==> src/rtl/i2c_apb_master.sv <==
// I2C slave front end that turns I2C register accesses into APB master transfers.
// The I2C bus is sampled on clk, so the block never stretches SCL.
// A write frame sets a 7-bit register pointer, and each following data byte
// becomes one APB write. A read frame returns APB read data on SDA; the next
// byte is fetched while the current one is being shifted out.
// Ports:
//   clk, rst        : clock and synchronous active-high reset
//   scl_in, sda_in  : I2C bus inputs (asynchronous to clk)
//   sda_oe          : 1 pulls SDA low (open drain)
//   apb_*           : APB master interface (paddr/pwrite/pread/penable/pwdata out,
//                     prdata/pready/pslverr in)
//   busy            : an I2C frame is in progress
//   err             : sticky APB error/timeout flag, cleared by START
module i2c_apb_master #(
    parameter logic [6:0]  DEV_ADDR    = 7'h50,
    parameter int unsigned TIMEOUT_CYC = 16
) (
    input  logic       clk,
    input  logic       rst,
    input  logic       scl_in,
    input  logic       sda_in,
    output logic       sda_oe,
    output logic [6:0] apb_paddr,
    output logic       apb_pwrite,
    output logic       apb_pread,
    output logic       apb_penable,
    output logic [7:0] apb_pwdata,
    input  logic [7:0] apb_prdata,
    input  logic       apb_pready,
    input  logic       apb_pslverr,
    output logic       busy,
    output logic       err
);
    localparam int unsigned TW = (TIMEOUT_CYC > 1) ? $clog2(TIMEOUT_CYC) : 1;

    typedef enum logic [3:0] {
        IDLE, ADDR, ADDR_ACK, PTR, PTR_ACK, WDATA, WDATA_ACK, RFETCH, RDATA, RACK
    } state_t;

    typedef enum logic [1:0] {APB_IDLE, APB_SETUP, APB_ACCESS} apb_ph_t;

    state_t        state;
    apb_ph_t       aph;
    logic          scl_s1, scl_s2, scl_h;
    logic          sda_s1, sda_s2, sda_h;
    logic [3:0]    cnt;
    logic [7:0]    sr;
    logic          rw;
    logic [6:0]    ptr;
    logic          req_v;
    logic          req_wr;
    logic [7:0]    req_data;
    logic [7:0]    rbuf;
    logic [TW-1:0] tcnt;

    logic scl_rise, scl_fall, start_det, stop_det;

    // Bus events, all derived from synchronized values
    assign scl_rise  = scl_s2 & ~scl_h;
    assign scl_fall  = ~scl_s2 & scl_h;
    assign start_det = scl_s2 & scl_h & sda_h & ~sda_s2;
    assign stop_det  = scl_s2 & scl_h & ~sda_h & sda_s2;

    always_ff @(posedge clk) begin
        if (rst) begin
            state       <= IDLE;
            aph         <= APB_IDLE;
            scl_s1      <= 1'b1;
            scl_s2      <= 1'b1;
            scl_h       <= 1'b1;
            sda_s1      <= 1'b1;
            sda_s2      <= 1'b1;
            sda_h       <= 1'b1;
            cnt         <= '0;
            sr          <= '0;
            rw          <= 1'b0;
            ptr         <= '0;
            req_v       <= 1'b0;
            req_wr      <= 1'b0;
            req_data    <= '0;
            rbuf        <= '0;
            tcnt        <= '0;
            sda_oe      <= 1'b0;
            apb_paddr   <= '0;
            apb_pwrite  <= 1'b0;
            apb_pread   <= 1'b0;
            apb_penable <= 1'b0;
            apb_pwdata  <= '0;
            busy        <= 1'b0;
            err         <= 1'b0;
        end else begin
            scl_s1 <= scl_in;
            scl_s2 <= scl_s1;
            scl_h  <= scl_s2;
            sda_s1 <= sda_in;
            sda_s2 <= sda_s1;
            sda_h  <= sda_s2;

            // APB engine: runs independently of the I2C state so a transfer
            // survives STOP/START and always completes or times out.
            case (aph)
                APB_IDLE: begin
                    if (req_v) begin
                        req_v      <= 1'b0;
                        apb_paddr  <= ptr;
                        apb_pwrite <= req_wr;
                        apb_pread  <= ~req_wr;
                        if (req_wr) apb_pwdata <= req_data;
                        aph        <= APB_SETUP;
                    end
                end
                APB_SETUP: begin
                    apb_penable <= 1'b1;
                    tcnt        <= '0;
                    aph         <= APB_ACCESS;
                end
                APB_ACCESS: begin
                    tcnt <= tcnt + TW'(1);
                    if (apb_pready || tcnt == TW'(TIMEOUT_CYC - 1)) begin
                        apb_penable <= 1'b0;
                        apb_pwrite  <= 1'b0;
                        apb_pread   <= 1'b0;
                        ptr         <= ptr + 7'd1;
                        aph         <= APB_IDLE;
                        if (!apb_pready || apb_pslverr) begin
                            err <= 1'b1;
                            if (apb_pread) rbuf <= 8'hFF;
                        end else if (apb_pread) begin
                            rbuf <= apb_prdata;
                        end
                    end
                end
                default: aph <= APB_IDLE;
            endcase

            // I2C frame sequencer
            case (state)
                IDLE: ;
                ADDR, PTR, WDATA: begin
                    if (scl_rise) begin
                        sr  <= {sr[6:0], sda_s2};
                        cnt <= cnt + 4'd1;
                    end else if (scl_fall && cnt == 4'd8) begin
                        cnt <= '0;
                        if (state == ADDR) begin
                            if (sr[7:1] == DEV_ADDR) begin
                                sda_oe <= 1'b1;
                                rw     <= sr[0];
                                state  <= ADDR_ACK;
                                // Fetch early so data is ready when the ACK clock ends
                                if (sr[0]) begin
                                    req_v  <= 1'b1;
                                    req_wr <= 1'b0;
                                end
                            end else begin
                                state <= IDLE;
                                busy  <= 1'b0;
                            end
                        end else if (state == PTR) begin
                            ptr    <= sr[6:0];
                            sda_oe <= 1'b1;
                            state  <= PTR_ACK;
                        end else begin
                            req_v    <= 1'b1;
                            req_wr   <= 1'b1;
                            req_data <= sr;
                            sda_oe   <= 1'b1;
                            state    <= WDATA_ACK;
                        end
                    end
                end
                ADDR_ACK: begin
                    if (rw) begin
                        if (scl_rise) state <= RFETCH;
                    end else if (scl_fall) begin
                        sda_oe <= 1'b0;
                        state  <= PTR;
                    end
                end
                PTR_ACK, WDATA_ACK: begin
                    if (scl_fall) begin
                        sda_oe <= 1'b0;
                        state  <= WDATA;
                    end
                end
                RFETCH: begin
                    // Load the fetched byte and prefetch the next one
                    if (scl_fall) begin
                        sr     <= rbuf;
                        sda_oe <= ~rbuf[7];
                        cnt    <= '0;
                        req_v  <= 1'b1;
                        req_wr <= 1'b0;
                        state  <= RDATA;
                    end
                end
                RDATA: begin
                    if (scl_rise) begin
                        cnt <= cnt + 4'd1;
                    end else if (scl_fall) begin
                        if (cnt == 4'd8) begin
                            sda_oe <= 1'b0;
                            state  <= RACK;
                        end else begin
                            sr     <= {sr[6:0], 1'b0};
                            sda_oe <= ~sr[6];
                        end
                    end
                end
                RACK: begin
                    if (scl_rise) begin
                        cnt <= '0;
                        if (!sda_s2) begin
                            state <= RFETCH;
                        end else begin
                            state <= IDLE;
                            busy  <= 1'b0;
                        end
                    end
                end
                default: state <= IDLE;
            endcase

            // START/STOP override every other event
            if (start_det) begin
                state  <= ADDR;
                cnt    <= '0;
                sda_oe <= 1'b0;
                busy   <= 1'b1;
                err    <= 1'b0;
            end else if (stop_det) begin
                state  <= IDLE;
                sda_oe <= 1'b0;
                busy   <= 1'b0;
            end
        end
    end
endmodule
==> config.mk <==
export PLATFORM = sky130hd
export DESIGN_NAME = i2c_apb_master
export DESIGN_NICKNAME = d
export VERILOG_FILES = /design/src/rtl/i2c_apb_master.sv
export SDC_FILE = /design/constraint.sdc
export NUM_CORES = 1
export LEC_CHECK = 0
export ABC_AREA = 1
export CORE_ASPECT_RATIO = 1.1
export CORE_MARGIN = 8
export CORE_UTILIZATION = 54
export DETAILED_ROUTE_END_ITERATION = 8
export GPL_TIMING_DRIVEN = 1
export MAX_ROUTING_LAYER = met4
export PLACE_DENSITY = 0.8
export SLEW_MARGIN = 20
export SYNTH_ARGS = -nofsm -noshare
export SYNTH_HDL_FRONTEND = slang
export SYNTH_SLANG_ARGS = --single-unit
==> constraint.sdc <==
create_clock -name clk -period 1.8 [get_ports clk]
set_input_delay 0.54 -clock clk [delete_from_list [all_inputs] [get_ports clk]]
set_output_delay 0.54 -clock clk [all_outputs]
set_load 0.05 [all_outputs]
Word level (Yosys, flattened, before mapping)
Index checks and enable logic that the tools add are counted.

operators by class
  $mul = 0
  multiplexer cells = 87
  add/sub/neg operators = 3
  div/mod/pow operators = 0
  $lt $le $gt $ge = 0
  reduce and logical (&&, ||, !) cells = 33
  shift operators = 0
  bitwise gates (word level) = 18
  eq/ne operators = 48

operators by type and width
  kind                                            count
  2-to-1 mux 4 bit                                17
  2-to-1 mux 8 bit                                8
  2-to-1 mux 7 bit                                7
  != test 4 bit (second input constant)           11
  2-to-1 mux 1 bit                                38
  != test 2 bit (second input constant)           14
  one-hot mux 4 bit (7 select lines)              1
  one-hot mux 8 bit (3 select lines)              1
  AND reduction 11 bit                            2
  != test 3 bit (second input constant)           7
  == test 4 x 3 -> 1 bit (second input constant)  4
  == test 4 bit (second input constant)           4
  one-hot mux 4 bit (4 select lines)              1
  AND reduction 5 bit                             3
  AND reduction 7 bit                             2
  one-hot mux 1 bit (2 select lines)              6
  AND reduction 3 bit                             4
  NOT 1 bit                                       11
  != test 5 bit (second input constant)           2
  adder 4 x 1 -> 4 bit (second input constant)    2
  == test 4 x 2 -> 1 bit (second input constant)  2
  2-to-1 mux 2 bit                                4
  one-hot mux 4 bit (2 select lines)              1
  AND reduction 8 bit                             1
  22 further kinds                                36

storage, ports and cells
  memories kept = 0
  memory bits (read-only) = 0
  memory bits (writable) = 0
  logic and storage cells = 215
  register bits = 75
  bits of input ports = 14
  output and inout port bits = 21
  latch bits = 0

Depth between registers and ports, before layout
Gate-level depths: netlist of run 1.

  depth in word-level cells = 9
  mapped depth = 12
  depth with buffers taken out = 11

Worst setup path after synthesis of run 1
OpenSTA, ideal clock, no wires.

  path type = register to register
  start point = reg cnt[0]
  end point = reg ptr[6]
  arrival time = 1.410 ns
  setup time = 0.116 ns
  stages on the path, launching flop included = 12
  slack = 0.274 ns
  period minus slack after synthesis = 1.526 ns
  path buffers = 1
  data required time = 1.684 ns
  path through = dfxtp_1 -> inv_1 -> ha_1 -> nand3_1 -> inv_1 -> nand2_1 -> inv_1 -> nand2_1 -> buf_2 -> nand2_1 -> o211ai_1 -> inv_1

between the ends
  word-level cells in the longest chain between the ends = 5

RTL lines
  item                    RTL line  source
  start, declared         46        logic [3:0] cnt;
  start signal, assigned  142       cnt <= cnt + 4'd1;
  start signal, assigned  199       cnt <= cnt + 4'd1;
  == test 4 bit           143       end else if (scl_fall && cnt == 4'd8) begin
  logical AND 1 bit       143
  2-to-1 mux 7 bit        143
  2-to-1 mux 7 bit        140       if (scl_rise) begin
  2-to-1 mux 7 bit        137       case (state)
  end signal, assigned    123       ptr <= ptr + 7'd1;
  end signal, assigned    160       ptr <= sr[6:0];
  end, declared           49        logic [6:0] ptr;

Every way passes these cells.
A chain may end at the register's enable or synchronous reset.

Worst setup path in the final report of run 1
  start point = reg state[0]
  end point = reg req_wr

between the ends
  word-level cells in the longest chain between the ends = 5
  elaborated cells on any way between the ends = 17

RTL lines
  item                                RTL line  source
  start, declared                     42        state_t state;
  start signal, assigned              66        state <= IDLE;
  start signal, assigned              149       state <= ADDR_ACK;
  start signal, assigned              156       state <= IDLE;
  == test 4 x 1 -> 1 bit              137, 145
  2-to-1 mux 1 bit                    145       if (state == ADDR) begin
  2-to-1 mux 1 bit                    143
  2-to-1 mux 1 bit                    140
  one-hot mux 1 bit (2 select lines)  137
  end signal, assigned                153       req_wr <= 1'b0;
  end signal, assigned                165       req_wr <= 1'b1;
  end signal, assigned                193       req_wr <= 1'b0;
  end, declared                       51        logic req_wr;

Several ways; a longest one is shown, not always the timed one. The select of a mux whose other input is x is not followed.

==> impl_metrics.yaml, run 1 <==
yosys:
  ys.flop_type: "dfxtp_1"
  yosys.area.top_type_share: 0.410
  syn_inst: 517
  synth.avg_cell_area_sq_um: 7.08
  yosys_warnings: 0
  syn_nets: 538
  yosysUniqueCellTypes: 43
  yosys.cell_count.top_type: "nand2_1"
  yosys-top-cells-count: "nand2_1 (111), dfxtp_1 (75), nor2_1 (64), inv_1 (58)"
  ys_seq_area_frac: 0.410
  synth-seq-cells: 75
  synth-edff-count: 0
  synthTopCellsByArea: "dfxtp_1 (41%), nand2_1 (11%), nor2_1 (6.6%)"
  syn_area_sq_mm: 0.00366
  synthArstFlopShare: 0
  yosys.area.top_type: "dfxtp_1"
global_route:
  grt_pass1_wl_mm: 14.8
  grt_max_degree: 36
  grt_pass1_vias: 3374
  grt.overflow.total: 0
  antenna_found_initial: 0
  grtUsageTotal: 0.197
  grt_most_used_layer: "met2"
  grt_util_met3: 0.0434
  use_met2: 0.355
  grtUsageMet1: 0.200
place:
  dpl_cell_area_sq_mm: 0.00425
  dp_hpwl_mm: 6.75
  gp_congestion: 0.945
  io_buffers: 34
  dpl.cell_count: 644
  place_ws_ps: -201
floorplan:
  io_pins: 35
  die_h_microns: 102
  die_w_microns: 94.5
  num_rows: 31
  dieArea_sq_mm: 0.00968
  core_region_area_sq_mm: 0.00659
  start_util: 0.555
timing:
  final.min_clock_period_ps: 1660
  report.final.slew_viol_count: 0
  setup_violations: 0
  finalHoldViolations: 0
  worst_slack_ps: 140
  rsz0062_at_grt: "no"
  fin_tns_setup_ps: 0
  post-route-period-util: 0.922
  whs_ps: 413
  worst_pin_slew_ps: 398
  timing.fmax_mhz: 602
  clock_skew_ps: 8.00
  slew-limit-headroom: 0.732
final_layout:
  antenna_cells: 0
  fin_cells: 663
  stdcell_area_sq_mm: 0.00455
  final_util: 0.689
  area_delta_synth_final_pct: 24.1
  drive_above_1_share: 0.188
  nets: 597
critical_path:
  slowest_delay_ps: 520
  critPathBufInv: 2
  critical_path_class: "flip-flop to flip-flop"
  start_kind: "flip-flop"
  cp.required_ps: 2080
  cp_cell_sequence: "buf_4, nand2_4, nor2_1, buf_4, nand2_1, nand3_1, nor2_4, o21ai_0, nand2_1, nor2_1"
  cp_data_arrival_time_ps: 1940
  cp-end-kind: "flip-flop"
  cpLargestDelayFamily: "simple AND/OR/NAND/NOR gates"
  timing.critical_path.slowest_stage_cell: "dfxtp_1"
  cp_max_fo: 7
routing:
  vias_per_cell: 5.32
  firstDrtPassIters: 5
  vias: 3529
  drt-total-wl_mm: 9.03
  wl_per_cell_microns: 13.6
  ant_nets: 0
  drc: 0
  drt-initial-drc-count: 212
clock_network:
  cts_max_path_buffers: 2
  htreeDepth: 3
  cts-root-buf: "clkbuf_8"
  numCtsBuffers: 9
  clk_latency_ps: 350
  cts_sinks: 75
  clk_pin_slew_worst_paths_ps: 80
  cts_tree: "built"
min_path:
  worst_hold_path_type: "flip-flop to flip-flop"
pwr:
  peakVddDrop_mv: 0.975
  finalPower_mw: 6.75
  leakage_nw: 2.04
  p_per_area_mw_per_mm2: 1480
run_status:
  outcome: "finished, final reports clean"
flow_run:
  maxCapViolations: 0
[flip-flops by register name (all words and copies together) (netlist names), 2 cells and up]
register,flops
aph,2
state,4
apb_pwdata,8
apb_paddr,7
sr,8
cnt,4
rbuf,8
ptr,7
tcnt,4
req_data,8
[cells by family (layout without fill, tap and decap cells)]
kind of cell | after synthesis | in the layout | share of synthesized area
and+or+nand+nor | 240 | 241 | 0.294
AOI/OAI and AO/OA | 110 | 110 | 0.169
buffers and inverters | 81 | 144 | 0.0933
DFF | 75 | 75 | 0.410
adders and majority gates | 7 | 7 | 0.0239
xor gates and xnor gates | 4 | 4 | 0.00957
[layout by cell type (no fill, tap or decap), types with 2 or more instances in the layout]
cell             instances
o21bai_1                 2
nor2_1                  63
nand2_2                  8
a211oi_1                 6
clkdlybuf4s50_1         13
bufinv_16                3
a31oi_1                  3
buf_12                   6
dfxtp_1                 73
inv_4                    3
nand2_4                  2
dfxtp_2                  2
nor2_4                   2
clkbuf_8                 9
nand4_1                  6
xor2_1                   3
buf_4                   46
inv_2                    3
nand3b_1                 2
o211ai_1                 5
ha_1                     7
a21oi_2                  4
o21ai_2                  2
nand4_4                  2
o21ai_1                 11
nor3_1                   9
nand2_1                109
o21ai_0                 35
inv_6                    2
inv_1                   57
nand3_1                 23
a21oi_1                 38
or2_2                    5
nor2_2                   5
[report_power, final]
group          leakage, nW  internal, mW  switching [mW]
sequential           0.610          1.94           0.267
clock                0.120         0.932           0.658
combinational         1.31          1.10            1.85
total                 2.04          3.97            2.78
[final timing paths]
check,to,slack (ps),cells after the start,from
hold / removal,scl_s2$_SDFF_PP1_,410,1,scl_s1$_SDFF_PP1_
setup / recovery,req_wr$_SDFFE_PP0P_,140,10,state[0]$_SDFFE_PP0P_
setup reg to reg,req_wr$_SDFFE_PP0P_,140,10,state[0]$_SDFFE_PP0P_
hold reg to reg,scl_s2$_SDFF_PP1_,410,1,scl_s1$_SDFF_PP1_
[layout make-up]
| cell class | count | area [sq um] |
|---|---|---|
| fillers | 533 | 2050 |
| multi-input cells | 362 | 1850 |
| flip-flops and latches | 75 | 1500 |
| repair buffers | 65 | 596 |
| inverters | 63 | 244 |
| clock buffers | 9 | 124 |
| clock inverters | 7 | 124 |
| well taps | 82 | 103 |
[layer usage]
layer / wire, microns / vias up
li1: - / 1801
met1: 3570 / 1593
met2: 4670 / 108
met3: 528 / 27
met4: 257 / 0
met5: 0 / -
[timing repair]
item | 4_1_cts | 5_1_grt
endpoints found under the hold margin | 0 | 0
buffers inserted | 0 | 2
pin swaps | 0 | 1
hold buffers | 0 | 0
resized for setup | 1 | 13
gates cloned | 0 | 1
endpoints found under the setup margin | 1 | 25
Power figures use the tool's default switching activity.
==> run 2: changes to the inputs <==
--- a/config.mk
+++ b/config.mk
@@ -8,11 +8,11 @@
 export ABC_AREA = 1
 export CORE_ASPECT_RATIO = 1.1
 export CORE_MARGIN = 8
-export CORE_UTILIZATION = 54
+export CORE_UTILIZATION = 34
 export DETAILED_ROUTE_END_ITERATION = 8
 export GPL_TIMING_DRIVEN = 1
 export MAX_ROUTING_LAYER = met4
-export PLACE_DENSITY = 0.8
+export PLACE_DENSITY = 0.56
 export SLEW_MARGIN = 20
 export SYNTH_ARGS = -nofsm -noshare
 export SYNTH_HDL_FRONTEND = slang
==> impl_metrics.yaml, run 2 (synthesis gave the netlist of run 1 again) <==
critical_path:
  slowest_delay_ps: 380
  timing.critical_path.slowest_stage_cell: "dfxtp_1"
  cp.required_ps: 2020
  cp_cell_sequence: "inv_1, nand2_1, nor2_4, a21oi_1, nor2_1, nand2_2, buf_4, o21ai_1, nor2_1"
  critical_path_class: "flip-flop to flip-flop"
  critPathBufInv: 2
  start_kind: "flip-flop"
  cpLargestDelayFamily: "simple AND/OR/NAND/NOR gates"
  cp_max_fo: 7
  cp_data_arrival_time_ps: 1860
  cp-end-kind: "flip-flop"
  crit_top_cell: "nor2_1"
floorplan:
  num_rows: 39
  start_util: 0.351
  io_pins: 35
  die_h_microns: 125
  core_region_area_sq_mm: 0.0104
  dieArea_sq_mm: 0.0144
  die_w_microns: 115
timing:
  finalHoldViolations: 0
  report.final.slew_viol_count: 0
  rsz0062_at_grt: "no"
  setup_violations: 0
  final.min_clock_period_ps: 1630
  clock_skew_ps: 10.1
  post-route-period-util: 0.907
  timing.fmax_mhz: 612
  worst_pin_slew_ps: 397
  fin_tns_setup_ps: 0
  slew-limit-headroom: 0.733
place:
  gp_congestion: 0.908
  dp_hpwl_mm: 6.96
  io_buffers: 34
  dpl.cell_count: 707
clock_network:
  holdBufCountCts: 0
  cts-root-buf: "clkbuf_16"
  cts_max_path_buffers: 2
  clk_latency_ps: 330
  post-cts-setup-buffers: 0
  numCtsBuffers: 9
  cts_resized: 0
  htreeDepth: 3
  cts_tree: "built"
  cts_sinks: 75
  clk_pin_slew_worst_paths_ps: 60
global_route:
  grt_max_degree: 36
  grt.overflow.total: 0
  grt_pass1_wl_mm: 15.8
  grtUsageTotal: 0.138
  antenna_found_initial: 0
  grt_pass1_vias: 3426
final_layout:
  mostFrequentLayoutCell: "nand2_1"
  n_fill_cell: 1085
  fin_cells: 723
  nets: 596
  final_util: 0.458
  drive_above_1_share: 0.181
  final_cell_mix: "nand2_1 (109), dfxtp_1 (75), nor2_1 (63), inv_1 (58)"
  antenna_cells: 0
  area_delta_synth_final_pct: 30.7
pwr:
  p_per_area_mw_per_mm2: 1480
  finalPower_mw: 7.07
  peakVddDrop_mv: 0.624
  leakage_nw: 2.08
flow_run:
  maxCapViolations: 0
min_path:
  worst_hold_path_type: "flip-flop to flip-flop"
routing:
  wl_per_cell_microns: 12.3
  vias_per_cell: 4.74
  ant_nets: 0
  drt-total-wl_mm: 8.91
  drt-initial-drc-count: 135
  vias: 3427
  firstDrtPassIters: 4
  drc: 0
run_status:
  outcome: "finished, final reports clean"
## run 2: cell types whose count changed in the layout (fill, tap and decap cells not counted), moves of 3 or more
| cell | delta |
|---|---|
| o21ai_0 | +3 |
| clkbuf_8 | -8 |
| o21ai_1 | -4 |
| buf_4 | -9 |
| clkbuf_16 | +9 |
| buf_12 | +9 |
## run 2: path summary, 6_finish.rpt
check	endpoint	slack, ps	cells after the start	startpoint
max	sr[5]$_SDFFE_PP0P_	170	9	state[2]$_SDFFE_PP0P_
min	scl_s2$_SDFF_PP1_	410	1	scl_s1$_SDFF_PP1_
max reg2reg	sr[5]$_SDFFE_PP0P_	170	9	state[2]$_SDFFE_PP0P_
min reg2reg	scl_s2$_SDFF_PP1_	410	1	scl_s1$_SDFF_PP1_
## run 2: layout make-up
| type | count | area, sq um | share of cell area |
|---|---|---|---|
| Timing Repair Buffer | 65 | 708 | 0.148 |
| Clock buffer | 12 | 246 | 0.0515 |
| Clock inverter | 4 | 73.8 | 0.0154 |
| Inverter | 63 | 241 | 0.0505 |
| Sequential cell | 75 | 1500 | 0.314 |
| Tap cell | 143 | 179 | 0.0374 |
| Multi-Input combinational cell | 361 | 1840 | 0.384 |
## run 2: through the flow
step           hold slack, ps  setup slack (ps)  area, sq um
2_1_floorplan             389               274         3660
3_3_place_gp              399              -173         4450
3_5_place_dp              399              -201         4450
4_1_cts                   414              41.6         4770
5_1_grt                   422              17.5         4790
6_report                  412               167         4790
## run 2: layer usage
layer  part of all wire  routed length [microns]  track usage
met5                  0                        0            -
met4              0.022                      193       0.0604
met3              0.031                      279       0.0296
met2               0.50                     4470        0.229
met1               0.45                     3970        0.155
## run 2: where the power goes
part	switching (mW)	internal, mW
Combinational	1.77	1.13
Sequential	0.281	1.94
Clock	0.702	1.25
Total	2.75	4.32
==> RTL edit (settings of run 1) <==
Encoding of `apb_ph_t`: now one-hot (3 bits for 3 values).
--- a/src/rtl/i2c_apb_master.sv
+++ b/src/rtl/i2c_apb_master.sv
@@ -38,5 +38,5 @@
     } state_t;
 
-    typedef enum logic [1:0] {APB_IDLE, APB_SETUP, APB_ACCESS} apb_ph_t;
+    typedef enum logic [2:0] {APB_IDLE = 3'b001, APB_SETUP = 3'b010, APB_ACCESS = 3'b100} apb_ph_t;
 
     state_t        state;
Behaviour: no difference found for any inputs over 10 cycles, from zero or initial values and one cycle with rst high; not proved beyond that.
==> RTL edit against run 1 <==
Final cell count decreased by 3.3%. Critical path depth down 1. Worst setup slack got worse by 10 ps. Worst hold slack gained 7.7 ps. Final area down 4.9%. Sequential share of layout area up 2.1 points. Synthesized area decreased by 1.6%. Via count fell by 4.2%. Wire length is 1.6% lower. Sequential cell count grew 1.
Power is not compared: it rests on default switching activity, and its combinational part moved more than twofold at a synthesized area within 25%.
==> RTL edit: results (changes against run 1) <==
placed cells 624 (was 644); share of async-settable or async-resettable flops after synthesis 0 (unchanged); routing usage on met1 0.2353 (was 0.2003); YS warnings 0 (unchanged); M3 GR Usage 0.04448 (was 0.04335); # port buffers 34 (unchanged); final std cells w/o fill 641 (was 663); # diodes 0 (unchanged); first-pass GRT wire length 15.04 mm (was 14.77 mm); Hold Path Class reg -> reg (unchanged); number of fill cells in the layout 581 (was 533); P_leak 1.885 nW; synth top area cells dfxtp_1 (42%), nand2_1 (11%), nor2_1 (8.3%) (was dfxtp_1 (41%), nand2_1 (11%), nor2_1 (6.6%)); Cell Area, Placed 4073 µm² (was 4245 µm²); CP max stage delay 380 ps (was 520 ps); number of global-route vias before repair 3249 (was 3374); CTS H-tree depth 3 (unchanged); Worst VDD drop 0.6891 mV; HPWL Detailed 6.630 mm (was 6.747 mm); sequential area share after synthesis 0.4224 (was 0.4100); fin nets 572 (was 597); slew of the pin with the lowest slew margin 376.8 ps (was 398.5 ps); Crit-path slowest cell dfxtp_1 (unchanged); pin count of the biggest net entering global routing 35 (was 36); Longest Clk Path Bufs 2 (unchanged); total CTS buffers 9 (unchanged); met2 Track Usage GR 0.3288 (was 0.3549); Cells after Synth 510 (was 517); CP arrival 1940 ps (about the same); clk root buf clkbuf_8 (unchanged); routability congestion estimate 0.9501 (was 0.9449); outcome finished clean (unchanged); total iterations of the first detailed-routing run 4 (was 5); Worst-Skew Late Latency 350 ps (about the same); Crit Path Max Fanout 4 (was 7); Clock Skew 10.49 ps (was 7.995 ps); Synth Flop Type dfxtp_1 (unchanged); initial antenna violation count 0 (unchanged); vias per inst 5.275 (was 5.323); Post-Synthesis Net Count 528 (was 538); CP delay by family, top simple AND/OR/NAND/NOR gates (unchanged); Detailed Route Iter0 Violations 169 (was 212); synth unique cells 36 (was 43); GRT Util Overall 0.2018 (was 0.1968); top cells by count, synth nand2_1 (110), nor2_1 (80), dfxtp_1 (76) (was nand2_1 (111), dfxtp_1 (75), nor2_1 (64)); routed wire length 8.880 mm (was 9.027 mm); layout cells sized above 1 0.1538 (was 0.1876); Reg clk slew, reported paths 90 ps
[RTL edit: changes by cell type after synthesis, sizes merged, moves of 3 or more]
cell and change:
ha -3, a211oi +4, nor2 +15, inv -8, a21oi -3, nand4 -5
o21ai -3, clkbuf -4, nand3 -4, o211ai +5
[RTL edit: metrics by stage]
step                      power [mW]  TNS, ps  hold slack (ps)  worst slack [ps]
after detailed placement       3.303    -1556            397.4            -240.0
after global routing           5.013   -24.06            437.1            -16.25
after floorplan                2.956        0            389.5             299.0
final                          4.735        0            420.4             129.4
after CTS                      4.696        0            419.2             68.86
after global placement         3.284   -742.0            391.3            -122.7
[RTL edit: layer usage]
metal | wire [µm] | vias up
met5 | 0 | -
met4 | 214 | 0
met3 | 481 | 22
met2 | 4154 | 88
met1 | 4030 | 1521
li1 | - | 1750
[RTL edit: where the power goes]
group,switching (mW),internal [mW],total (mW)
Combinational,0.891,0.438,1.33
Sequential,0.139,1.84,1.98
Clock,0.665,0.762,1.43
Total,1.69,3.04,4.74
[RTL edit: area by class of cell]
type,instances,area (µm²),share of cell area
multi-input cells,364,1818,0.4205
flip-flops and latches,76,1521,0.3520
repair buffers,47,447.9,0.1036
inverters,56,212.7,0.04920
clock buffers,12,165.2,0.03821
well taps,82,102.6,0.02373
clock inverters,4,55.05,0.01274
[RTL edit: final timing paths]
| path | slack, ps | from | cells past startpoint | to |
|---|---|---|---|---|
| max | 130 | tcnt[0] | 9 | ptr[4] |
| min | 420 | sda_s1 | 1 | sda_s2 |
| max reg2reg | 130 | tcnt[0] | 9 | ptr[4] |
| min reg2reg | 420 | sda_s1 | 1 | sda_s2 |
[RTL edit: kinds of logic (layout without fill, tap and decap cells)]
family                     count (synthesis)  after routing  synth area share
buffers and inverters                     70            119           0.07919
and+or+nand+nor                          243            243            0.2952
AOI/OAI and AO/OA                        112            112            0.1771
xor gates and xnor gates                   5              5           0.01216
adders and majority gates                  4              4           0.01389
DFF                                       76             76            0.4224
[RTL edit: what timing repair did]
item                                    in CTS  in global routing
setup buffers                                0                  1
endpoints found under the setup margin       0                 18
hold buffers                                 0                  0
resized for setup                            0                  7
[RTL edit: worst reg2reg max path, cell delays in order (launching register included)]
cell	delay, ps
dfxtp_1	380
ha_1	220
nand3_2	120
nand2_1	100
nand2_2	70
nor2_2	180
inv_1	80
o21ai_0	180
nand2_1	70
a21oi_1	180
